### src/rtl/emulador_de_teclado.sv
// Keypad emulator: presses one key of a 4x4 matrix keypad by returning the target column
// whenever the scanner drives the target line, with contact bounce on press and release.
module emulador_de_teclado #(
    parameter int unsigned HOLD_CYCLES    = 200,
    parameter int unsigned BOUNCE_CYCLES  = 16,
    parameter int unsigned BOUNCE_PERIOD  = 2,
    parameter int unsigned RELEASE_CYCLES = 20
) (
    input  logic       clk,
    input  logic       rst,
    input  logic [3:0] lin_matriz,
    input  logic [3:0] key_value,
    input  logic       key_start,
    output logic       key_ready,
    output logic [3:0] col_matriz,
    output logic       busy,
    output logic       done
);

    typedef enum logic [2:0] {
        StIdle,
        StBounceIn,
        StHold,
        StBounceOut,
        StRelease,
        StDone
    } state_e;

    localparam logic [15:0] HoldLast    = 16'(HOLD_CYCLES - 1);
    localparam logic [15:0] BounceLast  = 16'(BOUNCE_CYCLES - 1);
    localparam logic [15:0] ReleaseLast = 16'(RELEASE_CYCLES - 1);
    localparam logic [7:0]  ToggleLast  = 8'(BOUNCE_PERIOD - 1);
    localparam logic        NoBounce    = (BOUNCE_CYCLES == 0);

    state_e      state_q, state_d;
    logic [15:0] dur_q, dur_d;
    logic [7:0]  tog_q, tog_d;
    logic        contact_q, contact_d;
    logic [3:0]  line_q, line_d;
    logic [3:0]  col_q, col_d;

    // Returns {line, column}, both active-low one-hot.
    function automatic logic [7:0] key_map(input logic [3:0] k);
        logic [7:0] m;
        unique case (k)
            4'h1:    m = 8'b0111_0111;
            4'h2:    m = 8'b0111_1011;
            4'h3:    m = 8'b0111_1101;
            4'hA:    m = 8'b0111_1110;
            4'h4:    m = 8'b1011_0111;
            4'h5:    m = 8'b1011_1011;
            4'h6:    m = 8'b1011_1101;
            4'hB:    m = 8'b1011_1110;
            4'h7:    m = 8'b1101_0111;
            4'h8:    m = 8'b1101_1011;
            4'h9:    m = 8'b1101_1101;
            4'hC:    m = 8'b1101_1110;
            4'hF:    m = 8'b1110_0111;
            4'h0:    m = 8'b1110_1011;
            4'hE:    m = 8'b1110_1101;
            default: m = 8'b1110_1110;
        endcase
        return m;
    endfunction

    always_ff @(posedge clk or posedge rst) begin
        if (rst) begin
            state_q   <= StIdle;
            dur_q     <= 16'd0;
            tog_q     <= 8'd0;
            contact_q <= 1'b0;
            line_q    <= 4'hF;
            col_q     <= 4'hF;
        end else begin
            state_q   <= state_d;
            dur_q     <= dur_d;
            tog_q     <= tog_d;
            contact_q <= contact_d;
            line_q    <= line_d;
            col_q     <= col_d;
        end
    end

    always_comb begin
        state_d   = state_q;
        dur_d     = dur_q + 16'd1;
        tog_d     = tog_q;
        contact_d = contact_q;
        line_d    = line_q;
        col_d     = col_q;
        key_ready = 1'b0;
        busy      = 1'b1;
        done      = 1'b0;

        // Contact chatter shared by both bounce windows.
        if (state_q == StBounceIn || state_q == StBounceOut) begin
            if (tog_q == ToggleLast) begin
                tog_d     = 8'd0;
                contact_d = ~contact_q;
            end else begin
                tog_d = tog_q + 8'd1;
            end
        end

        unique case (state_q)
            StIdle, StDone: begin
                key_ready = 1'b1;
                busy      = 1'b0;
                done      = (state_q == StDone);
                dur_d     = 16'd0;
                tog_d     = 8'd0;
                contact_d = 1'b0;
                state_d   = StIdle;
                if (key_start) begin
                    {line_d, col_d} = key_map(key_value);
                    contact_d       = 1'b1;
                    state_d         = NoBounce ? StHold : StBounceIn;
                end
            end
            StBounceIn: begin
                if (dur_q == BounceLast) begin
                    state_d   = StHold;
                    dur_d     = 16'd0;
                    tog_d     = 8'd0;
                    contact_d = 1'b1;
                end
            end
            StHold: begin
                if (dur_q == HoldLast) begin
                    dur_d     = 16'd0;
                    tog_d     = 8'd0;
                    contact_d = !NoBounce;
                    state_d   = NoBounce ? StRelease : StBounceOut;
                end
            end
            StBounceOut: begin
                if (dur_q == BounceLast) begin
                    state_d   = StRelease;
                    dur_d     = 16'd0;
                    tog_d     = 8'd0;
                    contact_d = 1'b0;
                end
            end
            StRelease: begin
                if (dur_q == ReleaseLast) begin
                    state_d = StDone;
                    dur_d   = 16'd0;
                end
            end
            default: begin
                state_d   = StIdle;
                dur_d     = 16'd0;
                tog_d     = 8'd0;
                contact_d = 1'b0;
            end
        endcase
    end

    // Only an exact match of the driven line closes the contact onto the column.
    assign col_matriz = (contact_q && (lin_matriz == line_q)) ? col_q : 4'hF;

endmodule
### config.mk
export PLATFORM = sky130hd
export DESIGN_NAME = emulador_de_teclado
export DESIGN_NICKNAME = d
export VERILOG_FILES = /design/src/rtl/emulador_de_teclado.sv
export SDC_FILE = /design/constraint.sdc
export NUM_CORES = 1
export LEC_CHECK = 0
export CAP_MARGIN = 20
export CORE_UTILIZATION = 62
export CTS_CLUSTER_DIAMETER = 200
export DETAILED_ROUTE_END_ITERATION = 8
export MAX_ROUTING_LAYER = met4
export PLACE_DENSITY = 0.84
export SLEW_MARGIN = 15
export SYNTH_ARGS = -nofsm -noshare
export SYNTH_HDL_FRONTEND = slang
export SYNTH_SLANG_ARGS = --single-unit
### constraint.sdc
create_clock -name clk -period 6.2 [get_ports clk]
set_clock_uncertainty 0.05 [all_clocks]
set_input_delay 0.93 -clock clk [delete_from_list [all_inputs] [get_ports clk]]
set_output_delay 0.93 -clock clk [all_outputs]
set_load 0.1 [all_outputs]
## After elaboration in Yosys (flattened, before gate mapping)

Memories as Yosys holds them, arrays and structs flattened. A register that Yosys moved wholly into a read port is not among the register bits.
Index checks and enable logic that the tools add are counted.

- Bits in registers: 28
- Bits in read-only memories: 128
- Bits of input ports: 11
- Output and inout port bits: 7
- Word-level logic and storage cells: 55
- Memories: 1

- Add/subtract/negate cells: 2
- Equality and inequality tests: 14
- Mux-type cells: 26
- Bitwise operators: 1
- Reduce and logical (&&, ||, !) cells: 7

Memories:

| memory | depth | bits a word | read ports | clocked after Yosys merged registers in | write ports | line | text |
|---|---|---|---|---|---|---|---|
| (no name shown) | 16 | 8 | 1 | 1 | 0 | 45 | `unique case (k)` |

Operators by type and width:

| cell | number |
|---|---|
| 16-bit two-way mux | 3 |
| 16-bit one-hot mux with 3 select lines | 1 |
| 8-bit two-way mux | 4 |
| 8-bit one-hot mux with 3 select lines | 1 |
| 16-bit by 1-bit adder with 16-bit output, second input constant | 1 |
| 16-bit by 4-bit == test with 1-bit output, second input constant | 1 |
| 16-bit by 5-bit == test with 1-bit output, second input constant | 1 |
| 16-bit by 8-bit == test with 1-bit output, second input constant | 1 |
| 3-bit one-hot mux with 5 select lines | 1 |
| 3-bit two-way mux | 4 |
| 1-bit two-way mux | 10 |
| 8-bit by 1-bit adder with 8-bit output, second input constant | 1 |
| 8-bit by 1-bit == test with 1-bit output, second input constant | 1 |
| 3-bit by 2-bit == test with 1-bit output, second input constant | 2 |
| 3-bit == test, second input constant | 2 |
| 1-bit one-hot mux with 5 select lines | 1 |
| 4-bit == test | 1 |
| 4-bit two-way mux | 1 |
| 2-bit by 1-bit != test with 1-bit output, second input constant | 2 |
| 2-bit != test, second input constant | 2 |
| 4-bit AND reduction | 1 |
| 2-bit OR reduction | 2 |
| 3-bit by 1-bit == test with 1-bit output, second input constant | 1 |
| 3-bit zero test | 1 |
| other kinds (4) | 4 |

## Logic depth before layout (Yosys ltp)

Gate-level depths: netlist of the first run.

- Word-level depth: 5
- Depth in mapped cells: 8
- Depth with buffers taken out: 7

## Worst setup path after synthesis of the first run

Ideal clock, no wire load.

- Kind: register to output
- Start point: register state_q[0]
- End point: output port busy
- Arrival: 4.250 ns
- Data required time: 5.220 ns
- Setup slack: 0.970 ns
- Cell stages (with the launch flop): 6
- Path buffers: 2
- Cells stage by stage: dfrtp_1 buf_2 nor2b_1 clkbuf_1 nor3_1 inv_1

- Word-level cells in the longest chain between the ends: 3
- Elaborated cells between the ends (all ways): 4
- Classes of those cells: 1 x eq/ne; 1 x mux; 2 x reduce/logical

Ends and longest elaborated chain:

| item | line | text |
|---|---|---|
| start, declared | 35 | `state_e state_q, state_d;` |
| start signal, assigned | 68 | `state_q <= StIdle;` |
| start signal, assigned | 75 | `state_q <= state_d;` |
| 3-bit == test / 3-bit zero test (equally long branches) | 105 | `unique case (state_q)` |
| 2-bit OR reduction * | 105 |  |
| 1-bit two-way mux * | 105 |  |
| end, declared | 16 | `output logic busy,` |

Every way passes the cells marked *; elsewhere a longest branch is shown, timed or not.

## Final worst setup path of the first run

- Start point: input port lin_matriz[1]
- End point: output port col_matriz[0]

- Word-level cells in the longest chain between the ends: 3

Ends and longest elaborated chain:

| item | line | text |
|---|---|---|
| start, declared | 11 | `input logic [3:0] lin_matriz,` |
| 4-bit == test | 160 | `assign col_matriz = (contact_q && (lin_matriz == line_q)) ? col_q : 4'hF;` |
| 1-bit logical AND | 160 |  |
| 4-bit two-way mux | 160 |  |
| end, declared | 15 | `output logic [3:0] col_matriz,` |

Every way passes these cells.

==> out/metrics.cfg, run 1 <==
[setup_path]
crit_fanout=4
cp-end-kind=output port
crit_family=buffers and inverters
cpPeakStageDelay_ps=980
cp_common_cell=clkdlybuf4s50_1
r2r_slack_ps=3640
cp.depth=6
reg2reg_depth=6
critPathKind=in -> out
path_buf_inv=2
crit_arrival_ps=3120
crit_required_ps=5220
r2r-start=dur_q[0]
cp-start-kind=primary input
path_cells=clkdlybuf4s50_1, xnor2_1, nand2_1, nor4_1, nand2b_1, clkdlybuf4s50_1
slowest_stage=clkdlybuf4s50_1
rr_endpoint=dur_q[3]

[sta]
fin_hold_ws_ps=427.4
fin_crit_sh_pct=66.16
drv_slew=0
max_freq_mhz=243.8
hold_viol_final=0
relSlewSlack_pct=35.22
finalSetupViolCount=0
period_needed_ps=4102
rsz0062_at_grt=false
worst_slew_pin_slew_ps=968.7
fin_setup_tns_ps=0

[synthesis]
yosysTopAreaCell=dfrtp_1
yosys.area.top_type_share_pct=32.52
synth-edff-count=0
ys_seq_elements=36
yosysUniqueCellTypes=43
ys_seq_area_share_pct=42.28
synth.net_count=256
avgSynthCellArea_um2=9.130
synthCells=236
syn-cell-area_mm2=0.002155
synthTopCellsByArea=dfrtp_1, dfstp_2, nor2_1
synth_flop_cell=dfrtp_1
yosys_warnings=0
ys_async_sr_fraction_pct=100.0

[power]
leakage_nw=1.022
peakVddDrop_mv=0.1979
power_uw=896.8
power.density_mw_per_mm2=372.7

[placement]
place.gp.congestion=0.8345
dp_hpwl_mm=2.692
dp.cells=292
port_buffers=17

[routing]
drc=0
finalWirelength_mm=3.664
drt_iter0_markers=65
avgRoutedWirePerCell_um=12.21
ant_nets=0
first_pass_iters=4
vias=1621
via_per_inst=5.403

[grt]
grt_max_degree=37
grt_pass1_vias=1373
track_usage_pct=22.95
gr-total-overflow=0
antenna_found_initial=0
grt_first_pass_wirelength_mm=5.927

[min_path]
hold_path_depth=2
hold_path.class=reg -> reg
worstHoldStart=col_q[1]
min_to=col_q[1]

[finish]
layout_commonest_cell=nor2_1
layout_common_cells=nor2_1, nand2_1, dfrtp_1, clkdlybuf4s50_1, xor2_1
multi_input_area_mm2=0.001167
final_util_pct=72.10
drive_above_1_share_pct=10.24
nNetsFinal=273
diodes=0
layout.area.seq_um2=910.9
synthToLayoutAreaGrowth_pct=11.67
filler_cell_count=274
instances_no_fill=300

[run_status]
run_status=completed

[floorplanning]
ioPinCount=18
core_mm2=0.003337
die-area_mm2=0.003715
initial_core_util_pct=64.57
die_x_um=60.95
rows=21
chipHeight_um=60.95

[clock_tree]
post_cts_buffers=0
clock_sinks=36
cts_buffer_depth=2
hold_buffers=0
clk_pin_slew_ps=90
cts_buffers=5
cts_max_level=2
clock_latency_ps=330
tritoncts=done
cts_resized=0
cts.root.buffer_cell=clkbuf_4

[run]
drv_cap=0

-- worst register-to-register path, stage by stage (launching register included) --
cell and delay [ps]:
dfrtp_1 410, ha_1 280, or4b_1 520, nor4_4 340, nor2_1 170, nor2b_2 540
nor2_1 130
-- cell families after synthesis --
| family | share of synthesized area [%] |
|---|---|
| adders and majority gates | 5.227 |
| muxes | 1.916 |
| DFF | 42.28 |
| buffers and inverters | 3.542 |
| AOI/OAI and AO/OA | 7.782 |
| and+or+nand+nor | 27.87 |
| xor gates and xnor gates | 11.38 |
-- final cells by class --
cell class,instances,area share (%)
clock buffer,8,2.444
inverter,9,1.404
multi-input combinational,183,48.52
sequential,36,37.86
tap,46,2.392
timing repair buffer,18,7.384
-- sequential cells by signal, indices dropped and copies added, names as in the netlist --
name and cells:
dur_q 16, line_q 4, state_q 3, contact_q 1
col_q 4, tog_q 8
-- report_power, final --
part	switching, mW	total [mW]	internal, mW
Sequential	0.0696	0.386	0.316
Combinational	0.238	0.384	0.145
Clock	0.0712	0.127	0.0559
Total	0.379	0.897	0.518
-- metrics by stage --
| stage | worst slack (ps) | instance area (µm²) |
|---|---|---|
| after detailed placement | 2084 | 2347 |
| after floorplan | 970.0 | 2155 |
| after global routing | 1913 | 2406 |
| after CTS | 2076 | 2406 |
| final | 2098 | 2406 |
| after global placement | 2136 | 2347 |
-- synth_stat cells, drive strengths merged, types with 6 or more instances --
library cell,n
dfrtp,28
ha,9
nand2,28
xor2,16
nor2,40
dfstp,8
inv,9
nand3,9
nor4,6
xnor2,12
o21ai,11
a21oi,6
-- layer usage --
metal / wire length, µm / global-route usage [%] / up-vias
li1: - / - / 831
met1: 1791 / 28.41 / 759
met2: 1714 / 36.73 / 25
met3: 105 / 5.757 / 6
met4: 52 / 7.792 / 0
met5: 0 / - / -
-- how the worst max path moves through the flow --
| stage | start | end |
|---|---|---|
| 2_1_floorplan | state_q[0] | busy |
| 3_3_place_gp | lin_matriz[3] | col_matriz[3] |
| 3_5_place_dp | lin_matriz[1] | col_matriz[0] |
| 4_1_cts | lin_matriz[1] | col_matriz[0] |
| 5_1_grt | lin_matriz[1] | col_matriz[0] |
| 6_report | lin_matriz[1] | col_matriz[0] |
Note: power is estimated with default switching activity, not from simulation.
==> run 2, diff against run 1 <==
--- a/config.mk
+++ b/config.mk
@@ -6,11 +6,11 @@
 export NUM_CORES = 1
 export LEC_CHECK = 0
 export CAP_MARGIN = 20
-export CORE_UTILIZATION = 62
+export CORE_UTILIZATION = 58
 export CTS_CLUSTER_DIAMETER = 200
 export DETAILED_ROUTE_END_ITERATION = 8
 export MAX_ROUTING_LAYER = met4
-export PLACE_DENSITY = 0.84
+export PLACE_DENSITY = 0.8
 export SLEW_MARGIN = 15
 export SYNTH_ARGS = -nofsm -noshare
 export SYNTH_HDL_FRONTEND = slang
==> constraint.sdc (replaced) <==
create_clock -name clk -period 3.9 [get_ports clk]
set_clock_uncertainty 0.05 [all_clocks]
set_input_delay 0.585 -clock clk [delete_from_list [all_inputs] [get_ports clk]]
set_output_delay 0.585 -clock clk [all_outputs]
set_load 0.1 [all_outputs]
==> run 2 against run 1 <==
Register-to-register slack lost 2300 ps; design area rose by 2.2%; routed wire length is 11% higher; sequential share of layout area is 0.83 points lower; largest cell class unchanged; global-route usage rose by 0.61 points; non-clock buffer count is 2 higher; count of clock-buffer cells in the layout stayed put; core utilization is 0.64 points lower; critical path type is now reg -> out; setup slack worse by 1000 ps; die area up 6.7%.
==> out/metrics.cfg, run 2 (synthesis gave the netlist of run 1 again) <==
[grt]
grt_max_degree=20
grt_first_pass_wirelength_mm=7.079
track_usage_pct=23.56
antenna_found_initial=0
gr-total-overflow=0
grt_pass1_vias=1606

[power]
power.density_mw_per_mm2=619.7
power_mw=1.524
peakVddDrop_mv=0.3444
leakage_nw=1.055

[clock_tree]
clock_sinks=36
clk_pin_slew_ps=60
cts_buffers=5
cts_max_level=2
tritoncts=done
cts.root.buffer_cell=clkbuf_8
cts_buffer_depth=2
cts_resized=0
hold_buffers=0
post_cts_buffers=0
clock_latency_ps=290

[finish]
nNetsFinal=275
largest_register=dur_q
drive_above_1_share_pct=14.06
reg_top3=dur_q: 16 flops, tog_q: 8 flops
layout_common_cells=nor2_1, nand2_1, dfrtp_1, xor2_1, xnor2_1
filler_cell_count=267
synthToLayoutAreaGrowth_pct=14.17
diodes=0
layout_commonest_cell=nor2_1
largest_register_ffs=16

[floorplanning]
die-area_mm2=0.003963
ioPinCount=18
initial_core_util_pct=62.60
die_x_um=62.95
chipHeight_um=62.95
core_mm2=0.003442
rows=21

[routing]
finalWirelength_mm=4.073
first_pass_iters=4
ant_nets=0
drc=0
via_per_inst=5.510
avgRoutedWirePerCell_um=13.49
drt_iter0_markers=58
vias=1664

[placement]
port_buffers=17
dp_hpwl_mm=2.952
place.gp.congestion=0.8676

[setup_path]
crit_required_ps=3260
crit_arrival_ps=2210
cp-start-kind=flop
r2r_slack_ps=1350
path_buf_inv=1
cpPeakStageDelay_ps=1120
cp-end-kind=output port
path_cells=and3b_1, clkdlybuf4s50_1
critPathKind=reg -> out
slowest_stage=clkdlybuf4s50_1
crit_family=buffers and inverters
crit_fanout=13

[sta]
finalSetupViolCount=0
relSlewSlack_pct=35.90
worst_slew_pin_slew_ps=958.6
drv_slew=0
rsz0062_at_grt=false
fin_crit_sh_pct=73.06
period_needed_ps=2849
fin_hold_ws_ps=422.5
fin_setup_tns_ps=0
max_freq_mhz=351.0
hold_viol_final=0

[run]
drv_cap=0

[run_status]
run_status=completed

[min_path]
hold_path.class=reg -> reg

## run 2: changes by cell type in the layout (fill, tap and decap cells not counted), sizes merged
cell / change
buf: +8
clkdlybuf4s50: -6
## run 2: final timing paths
check / start / to / cells past startpoint
worst max-delay path: state_q[1] / done / 2
worst min-delay path: col_q[3] / col_q[3] / 2
worst max register to register: dur_q[0] / dur_q[5] / 6
worst min register to register: col_q[3] / col_q[3] / 2
max in group asynchronous: rst / line_q[0] / 4
min in group asynchronous: rst / dur_q[8] / 2
## run 2: power by group
part	leakage (nW)	switching (mW)	internal, mW
Combinational	0.544	0.391	0.230
Sequential	0.459	0.111	0.503
Clock	0.0515	0.127	0.161
Total	1.05	0.630	0.895
## run 2: through the flow
| step | instance area (µm²) | setup slack, ps | utilization, % | cells |
|---|---|---|---|---|
| CTS | 2460 | 1032 | 71.46 | 302 |
| detailed placement | 2360 | 1172 | 68.56 | 294 |
| floorplan | 2160 | 294.2 | - | 236 |
| global route | 2460 | 980.4 | 71.46 | 302 |
| finish | 2460 | 1051 | 71.46 | 302 |
| global placement | 2345 | 1241 | 68.12 | 293 |
## run 2: tightest hold or removal path, cell delays in order, from the launching register on
cell	delay, ps
dfstp_2	360
nand2_1	40
o21ai_0	60
## run 2: final cells by class
cell class / instances / area (µm²) / area share [%]
multi-input cells: 183 / 1172 / 47.66
repair buffers: 20 / 185.2 / 7.528
clock buffers: 8 / 100.1 / 4.069
well taps: 46 / 57.56 / 2.340
flip-flops and latches: 36 / 910.9 / 37.03
inverters: 9 / 33.78 / 1.373
## run 2: per-layer routing
layer  vias up  share of wire, %  track usage (%)
met2        32                49            40.59
met3         6               3.6            6.022
met4         0               1.4            8.140
met5         -                 0                -
li1        837                 -                -
met1       789                45            26.21
